## src/rtl/npu_wb_pkg.sv

```systemverilog
// npu_wb_pkg: shared state/mode encodings and size helpers for the result writeback engine
package npu_wb_pkg;

    typedef enum logic [1:0] {
        S_IDLE  = 2'd0,
        S_WAIT  = 2'd1,
        S_WRITE = 2'd2,
        S_DONE  = 2'd3
    } state_t;

    localparam logic MODE_SINGLE = 1'b0;
    localparam logic MODE_RR     = 1'b1;

    function automatic int min1_clog2(input int n);
        return (n > 1) ? $clog2(n) : 1;
    endfunction

    function automatic int vec_width(input int lanes, input int prec);
        return lanes * prec;
    endfunction

    function automatic int beat_count(input int vec_w, input int dw);
        return vec_w / dw;
    endfunction

endpackage

```

## src/rtl/wb_beat_serializer.sv

```systemverilog
// wb_beat_serializer: holds one result vector and presents it lowest beat first
module wb_beat_serializer import npu_wb_pkg::*; #(
    parameter int VEC_W       = 64,
    parameter int DRAM_DWIDTH = 32,
    localparam int BEATS      = beat_count(VEC_W, DRAM_DWIDTH),
    localparam int BW         = min1_clog2(BEATS)
) (
    input  logic                   clk,
    input  logic                   reset,
    input  logic                   load_i,
    input  logic                   advance_i,
    input  logic [VEC_W-1:0]       data_i,
    output logic [BW-1:0]          beat_o,
    output logic                   last_o,
    output logic [DRAM_DWIDTH-1:0] next_data_o
);
    logic [VEC_W-1:0] hold_q;
    logic [BW-1:0]    beat_q;
    logic [BW-1:0]    beat_d;

    assign beat_o = beat_q;
    assign last_o = beat_q == BW'(BEATS - 1);
    assign beat_d = last_o ? '0 : beat_q + BW'(1);
    // beat 0 bypasses the holding register so it can be registered on the handshake edge
    assign next_data_o = load_i ? data_i[DRAM_DWIDTH-1:0] : hold_q[beat_d*DRAM_DWIDTH +: DRAM_DWIDTH];

    // capture a vector on handshake, then step through its beats
    always_ff @(posedge clk or posedge reset) begin
        if (reset) begin
            hold_q <= '0;
            beat_q <= '0;
        end else if (load_i) begin
            hold_q <= data_i;
            beat_q <= '0;
        end else if (advance_i) begin
            beat_q <= beat_d;
        end
    end

endmodule

```

## src/rtl/npu_result_writeback.sv

```systemverilog
// npu_result_writeback: collects tile result vectors and writes them to DRAM as strided beats
module npu_result_writeback import npu_wb_pkg::*; #(
    parameter int NUM_TILES     = 2,
    parameter int NUM_LDPES     = 4,
    parameter int OUT_PRECISION = 16,
    parameter int DRAM_DWIDTH   = 32,
    parameter int DRAM_AWIDTH   = 10,
    parameter int CNT_W         = 8,
    localparam int VEC_W        = vec_width(NUM_LDPES, OUT_PRECISION),
    localparam int CH_W         = min1_clog2(NUM_TILES)
) (
    input  logic                       clk,
    input  logic                       reset,
    input  logic                       start,
    input  logic                       mode,
    input  logic [CH_W-1:0]            tile_sel,
    input  logic [DRAM_AWIDTH-1:0]     base_addr,
    input  logic [DRAM_AWIDTH-1:0]     stride,
    input  logic [CNT_W-1:0]           num_vectors,
    input  logic [NUM_TILES*VEC_W-1:0] in_data,
    input  logic [NUM_TILES-1:0]       in_valid,
    output logic [NUM_TILES-1:0]       in_ready,
    output logic [DRAM_AWIDTH-1:0]     dram_addr,
    output logic [DRAM_DWIDTH-1:0]     output_data_DRAM,
    output logic                       dram_write_enable,
    output logic                       busy,
    output logic                       done
);
    localparam int BW = min1_clog2(beat_count(VEC_W, DRAM_DWIDTH));

    state_t                 state_q, state_d;
    logic                   mode_q;
    logic [CH_W-1:0]        ch_q;
    logic [DRAM_AWIDTH-1:0] vec_addr_q, stride_q, addr_q;
    logic [CNT_W-1:0]       num_q, cnt_q;
    logic                   we_q;
    logic [DRAM_DWIDTH-1:0] data_q;
    logic                   hs, writing, last;
    logic [BW-1:0]          beat;
    logic [DRAM_DWIDTH-1:0] next_data;
    logic [VEC_W-1:0]       slice;

    assign hs      = state_q == S_WAIT && in_valid[ch_q];
    assign writing = state_q == S_WRITE;
    assign slice   = in_data[ch_q*VEC_W +: VEC_W];

    assign dram_addr         = addr_q;
    assign output_data_DRAM  = data_q;
    assign dram_write_enable = we_q;

    wb_beat_serializer #(
        .VEC_W       (VEC_W),
        .DRAM_DWIDTH (DRAM_DWIDTH)
    ) u_ser (
        .clk         (clk),
        .reset       (reset),
        .load_i      (hs),
        .advance_i   (writing),
        .data_i      (slice),
        .beat_o      (beat),
        .last_o      (last),
        .next_data_o (next_data)
    );

    // state register
    always_ff @(posedge clk or posedge reset) begin
        if (reset) state_q <= S_IDLE;
        else       state_q <= state_d;
    end

    // next-state selection
    always_comb begin
        state_d = state_q;
        case (state_q)
            S_IDLE:  if (start) state_d = (num_vectors == '0) ? S_DONE : S_WAIT;
            S_WAIT:  if (hs) state_d = S_WRITE;
            S_WRITE: if (last) state_d = (cnt_q + CNT_W'(1) == num_q) ? S_DONE : S_WAIT;
            default: state_d = S_IDLE;
        endcase
    end

    // status and one-hot ready for the channel currently being served
    always_comb begin
        busy = state_q != S_IDLE;
        done = state_q == S_DONE;
        for (int i = 0; i < NUM_TILES; i++) in_ready[i] = state_q == S_WAIT && ch_q == CH_W'(i);
    end

    // command latch, vector/channel/address bookkeeping and registered DRAM port
    always_ff @(posedge clk or posedge reset) begin
        if (reset) begin
            mode_q     <= MODE_SINGLE;
            ch_q       <= '0;
            vec_addr_q <= '0;
            stride_q   <= '0;
            num_q      <= '0;
            cnt_q      <= '0;
            we_q       <= 1'b0;
            addr_q     <= '0;
            data_q     <= '0;
        end else begin
            if (state_q == S_IDLE && start) begin
                mode_q     <= mode;
                stride_q   <= stride;
                num_q      <= num_vectors;
                cnt_q      <= '0;
                vec_addr_q <= base_addr;
                ch_q       <= (mode == MODE_RR) ? '0 : tile_sel;
            end
            if (writing && last) begin
                cnt_q      <= cnt_q + CNT_W'(1);
                vec_addr_q <= vec_addr_q + stride_q;
                if (mode_q == MODE_RR) ch_q <= (ch_q == CH_W'(NUM_TILES - 1)) ? '0 : ch_q + CH_W'(1);
            end
            we_q <= hs || (writing && !last);
            if (hs) begin
                addr_q <= vec_addr_q;
                data_q <= next_data;
            end else if (writing && !last) begin
                addr_q <= vec_addr_q + DRAM_AWIDTH'(beat) + DRAM_AWIDTH'(1);
                data_q <= next_data;
            end
        end
    end

endmodule

```

## config.mk

```make
export PLATFORM = sky130hd
export DESIGN_NAME = npu_result_writeback
export DESIGN_NICKNAME = d
export VERILOG_FILES = /design/src/rtl/npu_wb_pkg.sv /design/src/rtl/wb_beat_serializer.sv /design/src/rtl/npu_result_writeback.sv
export SDC_FILE = /design/constraint.sdc
export NUM_CORES = 1
export LEC_CHECK = 0
export BUFFER_PORTS_ARGS = -buffer_cell sky130_fd_sc_hd__buf_2
export CORE_MARGIN = 8
export CORE_UTILIZATION = 46
export CTS_CLUSTER_SIZE = 10
export DETAILED_ROUTE_END_ITERATION = 10
export PLACE_DENSITY_LB_ADDON = 0.15
export SYNTH_ARGS = -nofsm -noshare
export SYNTH_HDL_FRONTEND = slang
export SYNTH_SLANG_ARGS = --single-unit
```

## constraint.sdc

```tcl
create_clock -name clk -period 3.5 [get_ports clk]
set_input_delay 0.525 -clock clk [delete_from_list [all_inputs] [get_ports clk]]
set_output_delay 0.525 -clock clk [all_outputs]
set_load 0.02 [all_outputs]
```

=== Yosys cells after proc, flatten, opt, wreduce, memory -nomap -nowiden ===
Cells that the tools add are included.

* Shift operators: 2
* Reductions and logical operators: 15
* Multiply operators: 0
* Muxes and demuxes: 25
* Add/subtract/negate cells: 6
* Equality and inequality tests: 7
* Bitwise operators: 1
* Magnitude comparators: 1
* Div/mod/pow operators: 0

{| class="wikitable"
|+ Operator list
! cell !! number
|-
| 128-bit by 8-bit variable part select with 64-bit output || 1
|-
| 32-bit two-way mux || 3
|-
| 64-bit by 7-bit variable part select with 32-bit output || 1
|-
| 10-bit two-way mux || 4
|-
| 8-bit two-way mux || 2
|-
| 10-bit by 1-bit adder with 10-bit output || 1
|-
| 10-bit by 1-bit adder with 10-bit output, second input constant || 1
|-
| 10-bit adder || 1
|-
| 1-bit two-way mux || 10
|-
| 2-bit two-way mux || 5
|-
| 8-bit by 1-bit adder with 8-bit output, second input constant || 1
|-
| 8-bit == test || 1
|-
| 8-bit zero test || 1
|-
| 2-bit nonzero test || 4
|-
| 1-bit logical AND || 6
|-
| 2-bit one-hot mux with 3 select lines || 1
|-
| 2-bit == test, second input constant || 2
|-
| 2-bit inequality test, second input constant || 2
|-
| 3-bit AND reduction || 1
|-
| 1-bit adder, second input constant || 2
|-
| 2-bit by 1-bit == test with 1-bit output, second input constant || 1
|-
| 2-bit zero test || 1
|-
| 1-bit by 2-bit < comparator with 1-bit output, second input constant || 1
|-
| 2-bit by 1-bit inequality test with 1-bit output, second input constant || 1
|-
| other kinds (3) || 3
|}

* Input port bits: 163
* Word-level logic and storage cells: 69
* Flip-flop bits (word level): 148
* Memories: 0
* Bits in writable memories: 0
* Bits in latches: 0
* Output and inout bits: 47
* Bits in read-only memories: 0

=== Longest topological paths before layout ===
Gate-level depths: netlist of run 1.

* Word-level depth: 6
* Gate-level depth with buffers: 9

=== By module ===
A second synthesis of run 1 with hierarchy kept.

* Cells, all modules: 750
* Area, all modules: 7872.6 um^2

{| class="wikitable"
|+ By module, submodules not included
! module !! cells an instance !! area an instance (um^2) !! instances
|-
| npu_result_writeback || 471 || 4784.6 || 1
|-
| wb_beat_serializer || 279 || 3088.0 || 1
|}

=== Least setup slack after synthesis of run 1 ===
Ideal clock, no wire load.

* Path type: register to register
* Start point: register vec_addr_q[0]
* End point: register vec_addr_q[8]
* Cell stages (with the launch flop): 8
* Path slack: 1.588 ns
* Required time: 3.374 ns
* Arrival: 1.786 ns
* Path through: dfrtp_1 -> ha_1 -> fa_1 -> a21oi_1 -> o21ai_0 -> o41ai_1 -> nand2_1 -> o311a_1

* Word-level cells in the longest chain between the ends: 2

{| class="wikitable"
|+ Ends and longest elaborated chain
! item !! line !! RTL
|-
| start: declaration || npu_result_writeback.sv:34 || <nowiki>logic [DRAM_AWIDTH-1:0] vec_addr_q, stride_q, addr_q;</nowiki>
|-
| start signal: assignment || npu_result_writeback.sv:107 || <nowiki>vec_addr_q <= base_addr;</nowiki>
|-
| start signal: assignment || npu_result_writeback.sv:112 || <nowiki>vec_addr_q <= vec_addr_q + stride_q;</nowiki>
|-
| 10-bit adder || npu_result_writeback.sv:112 ||
|-
| 10-bit two-way mux || npu_result_writeback.sv:110 || <nowiki>if (writing && last) begin</nowiki>
|}

Every way passes these cells.
A chain may end at the register's enable or synchronous reset.

=== Final worst setup path of run 1 ===
* Start point: register ch_q
* End point: output port in_ready[1]

* Word-level cells in the longest chain between the ends: 1

{| class="wikitable"
|+ Ends and longest elaborated chain
! item !! line !! RTL
|-
| start: declaration || npu_result_writeback.sv:33 || <nowiki>logic [CH_W-1:0] ch_q;</nowiki>
|-
| start signal: assignment || npu_result_writeback.sv:108 || <nowiki>ch_q <= (mode == MODE_RR) ? '0 : tile_sel;</nowiki>
|-
| start signal: assignment || npu_result_writeback.sv:113 || <nowiki>if (mode_q == MODE_RR) ch_q <= (ch_q == CH_W'(NUM_TILES - 1)) ? '0 : ch_q + CH_W'(1);</nowiki>
|-
| 1-bit logical AND || npu_result_writeback.sv:86 || <nowiki>for (int i = 0; i < NUM_TILES; i++) in_ready[i] = state_q == S_WAIT && ch_q == CH_W'(i);</nowiki>
|-
| end: declaration || npu_result_writeback.sv:22 || <nowiki>output logic [NUM_TILES-1:0] in_ready,</nowiki>
|}

Every way passes these cells.

==> results.cfg, run 1 <==
[outcome]
status = finished clean

[global_route]
grt_antenna_before_repair = 0
grt_pass1_vias = 5898
overflow = 0
track_usage = 0.210
grt_max_degree = 100
grt_pass1_wl_um = 30300

[route]
drc_errors = 0
routed_wl_um = 18500
drt_iter0_drc = 467
wl_per_cell_um = 16.9
num_vias = 5840
antenna_left = 0
dr.pass1.iters = 6
avgViaCountPerCell = 5.36

[sta]
relSlewSlack = 0.246
skew_ns = 0.00689
worst_pin_slew_ns = 1.13
hold_viol_final = 0
fin_setup_tns_ns = 0
min_period_ns = 2.59
slew_viol_final = 0
period_share = 0.741
max_freq_mhz = 386
setup_viol = 0
rsz0062_at_grt = no

[setup_path]
critPathArrivalTime_ns = 2.07
critPathKind = reg -> out
max_stage_delay_ns = 0.80
crit_path_end_kind = output port
crit_start = ch_q
crit_path_start_kind = flip-flop
cpMaxStageDelayCell = buf_4
path_max_fanout = 94
cp_data_required_time_ns = 2.97
r2r-start = state_q[0]
path_delay_family = buffers and inverters
crit_buf_inv = 2
crit_chain = buf_4, and2_1, buf_2

[power]
p_per_area_nw_per_um2 = 934
clockPowerShare = 0.236
seqPwrFrac = 0.325
pwr-share-comb = 0.439
p_int_mw = 4.42
p_sw_mw = 3.09
p_sw_frac = 0.411
peakVddDrop_mv = 0.792
power_leakage_nw = 3.85

[floorplan]
rows = 42
initial_utilization = 0.473
core_area_um2 = 13300
io_pins = 210
die_area_um2 = 17700
die_h_um = 133
die_w_um = 133

[clocking]
cts_max_path_buffers = 2
cts_hold_buf = 0
cts_setup_buffers = 0
clock_sinks = 116
cts_resized = 0
cts_root_buffer = clkbuf_16
htreeDepth = 4
tritoncts = done
clkTransAtPathRegs_ns = 0.05
cts_buffers = 17
worstSkewPairLatency_ns = 0.41

[yosys]
synth_commonest_cells = nand2_1, dfrtp_1, o21ai_0, mux2i_1
ys_types = 51
ys_top_cells_by_area = dfrtp_1, nand2_1, mux2i_1
syn-num-nets = 893
netlist_instances = 717
yosysSeqAreaShare = 0.461
yosysWarnings = 0
ys.flop_type = dfrtp_1
yosys.area.top_type = dfrtp_1
synth-edff-count = 0
syn-cell-area_um2 = 6290
synth_seq_cells = 116
yosysTopAreaCellShare = 0.461
yosysMostFrequentCell = nand2_1
syn_avg_cell_area_um2 = 8.78
ys_async_sr_fraction = 1.00

[min_path]
hold_class = in -> async

[final_layout]
area_growth_pct = 27.9
layout-drive-gt1-share = 0.283
nets = 1078
antenna_cells = 0
final_area_um2 = 8050

[placed_design]
port_buffers = 209
dpl-instance-area_um2 = 7440
hpwl_um = 13600
place_congestion = 0.890

[flow_run]
maxCapViolations = 0
final cells by class:
type | count | area [um^2]
fill | 1186 | 5250
multi-input combinational | 541 | 3160
sequential | 116 | 2910
timing repair buffer | 216 | 1110
clock buffer | 22 | 484
tap | 176 | 220
clock inverter | 9 | 126
inverter | 10 | 41.3
sequential cells by signal, indices dropped and copies added (netlist names), 2 cells and up:
name / cells
state_q: 2
stride_q: 10
dram_addr: 10
u_ser.hold_q: 32
num_q: 8
vec_addr_q: 10
cnt_q: 8
output_data_DRAM: 32
power by group through the flow:
| stage | Clock [mW] | Combinational [mW] | Sequential (mW) |
|---|---|---|---|
| 6_report | 1.78 | 3.30 | 2.44 |
| 3_3_place_gp | 0 | 3.22 | 2.42 |
| 5_1_grt | 1.86 | 3.71 | 2.52 |
| 2_1_floorplan | 0 | 2.14 | 2.62 |
| 4_1_cts | 1.80 | 3.32 | 2.43 |
| 3_5_place_dp | 0 | 3.30 | 2.45 |
routing by layer:
layer | track usage | vias up | wire, um
met5 | 0 | - | 0
met4 | 0.0782 | 0 | 352
met3 | 0.0553 | 28 | 1320
met2 | 0.338 | 210 | 8700
met1 | 0.266 | 2726 | 8100
li1 | - | 2876 | -
worst paths after layout:
path	end	cells after the start	slack, ns
worst max-delay path	in_ready[1]	3	0.91
worst min-delay path	dram_addr[2]	2	0.20
worst max register to register	dram_addr[8]	5	1.08
worst min register to register	u_ser.hold_q[43]	2	0.48
max in group asynchronous	cnt_q[7]	3	2.42
min in group clk	stride_q[8]	3	0.31
kinds of logic (layout without fill, tap and decap cells):
| family | after synthesis | after routing | synth area share |
|---|---|---|---|
| AOI/OAI and AO/OA | 172 | 172 | 0.171 |
| xor gates and xnor gates | 21 | 21 | 0.0292 |
| adders and majority gates | 13 | 13 | 0.0270 |
| buffers and inverters | 60 | 257 | 0.0380 |
| DFF | 116 | 116 | 0.461 |
| muxes | 40 | 40 | 0.0638 |
| and+or+nand+nor | 295 | 295 | 0.209 |
cell usage in the layout, fill, tap and decap left out, drive strengths merged, types with 4 or more instances in the layout:
master  synthesis  routed
o22ai           6       6
clkinv          0       5
nor4            4       4
a211oi         28      28
inv            10       9
ha             12      12
xor2            7       7
nand2b          5       5
xnor2          14      14
clkbuf         32      22
buf            18     216
nor3           12      12
nand2         181     181
o211ai          6       6
dfrtp         116     116
mux2i          39      39
nor2b          32      32
nor2           29      29
a31oi          29      29
nand3          14      14
a221o           4       4
a21oi          20      20
o21ai          60      60
per-stage QoR:
step | instances | utilization | hold WS (ns) | setup WS [ns] | power [mW]
6_report | 1090 | 0.605 | 0.203 | 0.908 | 7.51
5_1_grt | 1090 | 0.605 | 0.248 | 0.718 | 8.10
4_1_cts | 1090 | 0.605 | 0.210 | 0.834 | 7.56
3_5_place_dp | 1059 | 0.559 | 0.470 | 1.09 | 5.75
3_3_place_gp | 1059 | 0.559 | 0.461 | 1.20 | 5.64
2_1_floorplan | 717 | - | 0.446 | 1.56 | 4.77
Note: power is estimated with default switching activity, not from simulation.
==> run 2, diff against run 1 <==
--- a/config.mk
+++ b/config.mk
@@ -7,7 +7,7 @@
 export LEC_CHECK = 0
 export BUFFER_PORTS_ARGS = -buffer_cell sky130_fd_sc_hd__buf_2
 export CORE_MARGIN = 8
-export CORE_UTILIZATION = 46
+export CORE_UTILIZATION = 50
 export CTS_CLUSTER_SIZE = 10
 export DETAILED_ROUTE_END_ITERATION = 10
 export PLACE_DENSITY_LB_ADDON = 0.15
==> constraint.sdc (replaced) <==
create_clock -name clk -period 2.5 [get_ports clk]
set_input_delay 0.375 -clock clk [delete_from_list [all_inputs] [get_ports clk]]
set_output_delay 0.375 -clock clk [all_outputs]
set_load 0.02 [all_outputs]
==> results.cfg, run 2 (synthesis gave the netlist of run 1 again) <==
[outcome]
status = finished clean

[final_layout]
layout_commonest_cell = buf_2
fillers = 1057
area_growth_pct = 29.1
layout-drive-gt1-share = 0.288
final_cell_mix = buf_2, nand2_1, dfrtp_1, o21ai_0, mux2i_1
final_area_um2 = 8130
nets = 1084
antenna_cells = 0

[clocking]
cts_hold_buf = 0
cts_max_path_buffers = 2
worstSkewPairLatency_ns = 0.41
clkTransAtPathRegs_ns = 0.05
cts_resized = 0
clock_sinks = 116
cts_buffers = 17
cts_setup_buffers = 0
cts_root_buffer = clkbuf_16
htreeDepth = 4
tritoncts = done

[sta]
skew_ns = 0.00698
setup_slack_ns = 0.358
period_share = 0.857
fin_setup_tns_ns = 0
relSlewSlack = 0.543
rsz0062_at_grt = no
hold_viol_final = 0
setup_viol = 0
worst_pin_slew_ns = 0.686
max_freq_mhz = 467
min_period_ns = 2.14
slew_viol_final = 0

[power]
power_mw = 10.5
pwr-share-comb = 0.449
peakVddDrop_mv = 0.759
p_sw_mw = 4.32
p_int_mw = 6.20
p_per_area_nw_per_um2 = 1290
clockPowerShare = 0.229
power_leakage_nw = 3.90
p_sw_frac = 0.411
seqPwrFrac = 0.322

[route]
wl_per_cell_um = 16.5
drt_iter0_drc = 382
num_vias = 5909
antenna_left = 0
drc_errors = 0
dr.pass1.iters = 5
avgViaCountPerCell = 5.41
routed_wl_um = 18000

[floorplan]
io_pins = 210
die_h_um = 128
die_w_um = 128
rows = 41
initial_utilization = 0.505
die_area_um2 = 16400
core_area_um2 = 12500

[flow_run]
maxCapViolations = 0

[setup_path]
path_max_fanout = 3
crit_path_end_kind = flip-flop
cp_data_required_time_ns = 2.79
r2r-start = vec_addr_q[0]
crit_path_start_kind = flip-flop
critPathArrivalTime_ns = 2.43
crit_start = vec_addr_q[0]
critPathKind = reg -> reg

[placed_design]
dpl-instance-area_um2 = 7530
port_buffers = 209
place_ws_ns = 0.383
place_congestion = 0.929
hpwl_um = 13500

[global_route]
grt_pass1_wl_um = 28600
met3_usage = 0.0666
busiest_layer = met2
track_usage = 0.220
grt_pass1_vias = 5810
grt_max_degree = 97
overflow = 0
grt_antenna_before_repair = 0
use_met2 = 0.366
grtUsageMet1 = 0.260

[min_path]
hold_class = in -> async
## run 2: final cells by class
| class | count | area [um^2] | share of cell area |
|---|---|---|---|
| Multi-Input combinational cell | 541 | 3160 | 0.389 |
| Sequential cell | 116 | 2910 | 0.358 |
| Timing Repair Buffer | 222 | 1210 | 0.148 |
| Clock buffer | 24 | 502 | 0.0617 |
| Tap cell | 172 | 215 | 0.0265 |
| Clock inverter | 8 | 96.3 | 0.0119 |
| Inverter | 10 | 41.3 | 0.00508 |
## run 2: stage by stage
step / cells / hold WS [ns] / util
final: 1093 / 0.0632 / 0.652
after floorplan: 717 / 0.446 / -
after global routing: 1093 / 0.0829 / 0.652
after global placement: 1061 / 0.459 / 0.604
after detailed placement: 1061 / 0.465 / 0.604
after CTS: 1093 / 0.0713 / 0.652
## run 2: metal layers
layer  vias to the layer above  wire [um]
li1                       2887          -
met1                      2794       7540
met2                       207       8730
met3                        21       1450
met4                         0        330
met5                         -          0
## run 2: power groups by stage
stage               clock, mW  combinational [mW]  sequential (mW)
floorplan                   0                3.00             3.67
CTS                      2.45                4.78             3.38
detailed placement          0                4.74             3.41
global route             2.55                5.25             3.51
finish                   2.41                4.73             3.39
global placement            0                4.59             3.36
## run 2: critical path: stages, from the launching register on
cell and delay, ns:
dfrtp_1 0.37, ha_1 0.22, fa_1 0.41, a21oi_1 0.23
o21ai_0 0.17, o41ai_1 0.38, nand2_1 0.09, o311a_1 0.14
## run 2: path summary, 6_finish.rpt
path / to / slack (ns) / cells past startpoint
max: vec_addr_q[8] / 0.36 / 7
min: output_data_DRAM[29] / 0.06 / 3
max reg2reg: vec_addr_q[8] / 0.36 / 7
min reg2reg: dram_addr[1] / 0.47 / 2
max in group asynchronous: ch_q / 2.11 / 3
min in group clk: stride_q[2] / 0.15 / 3
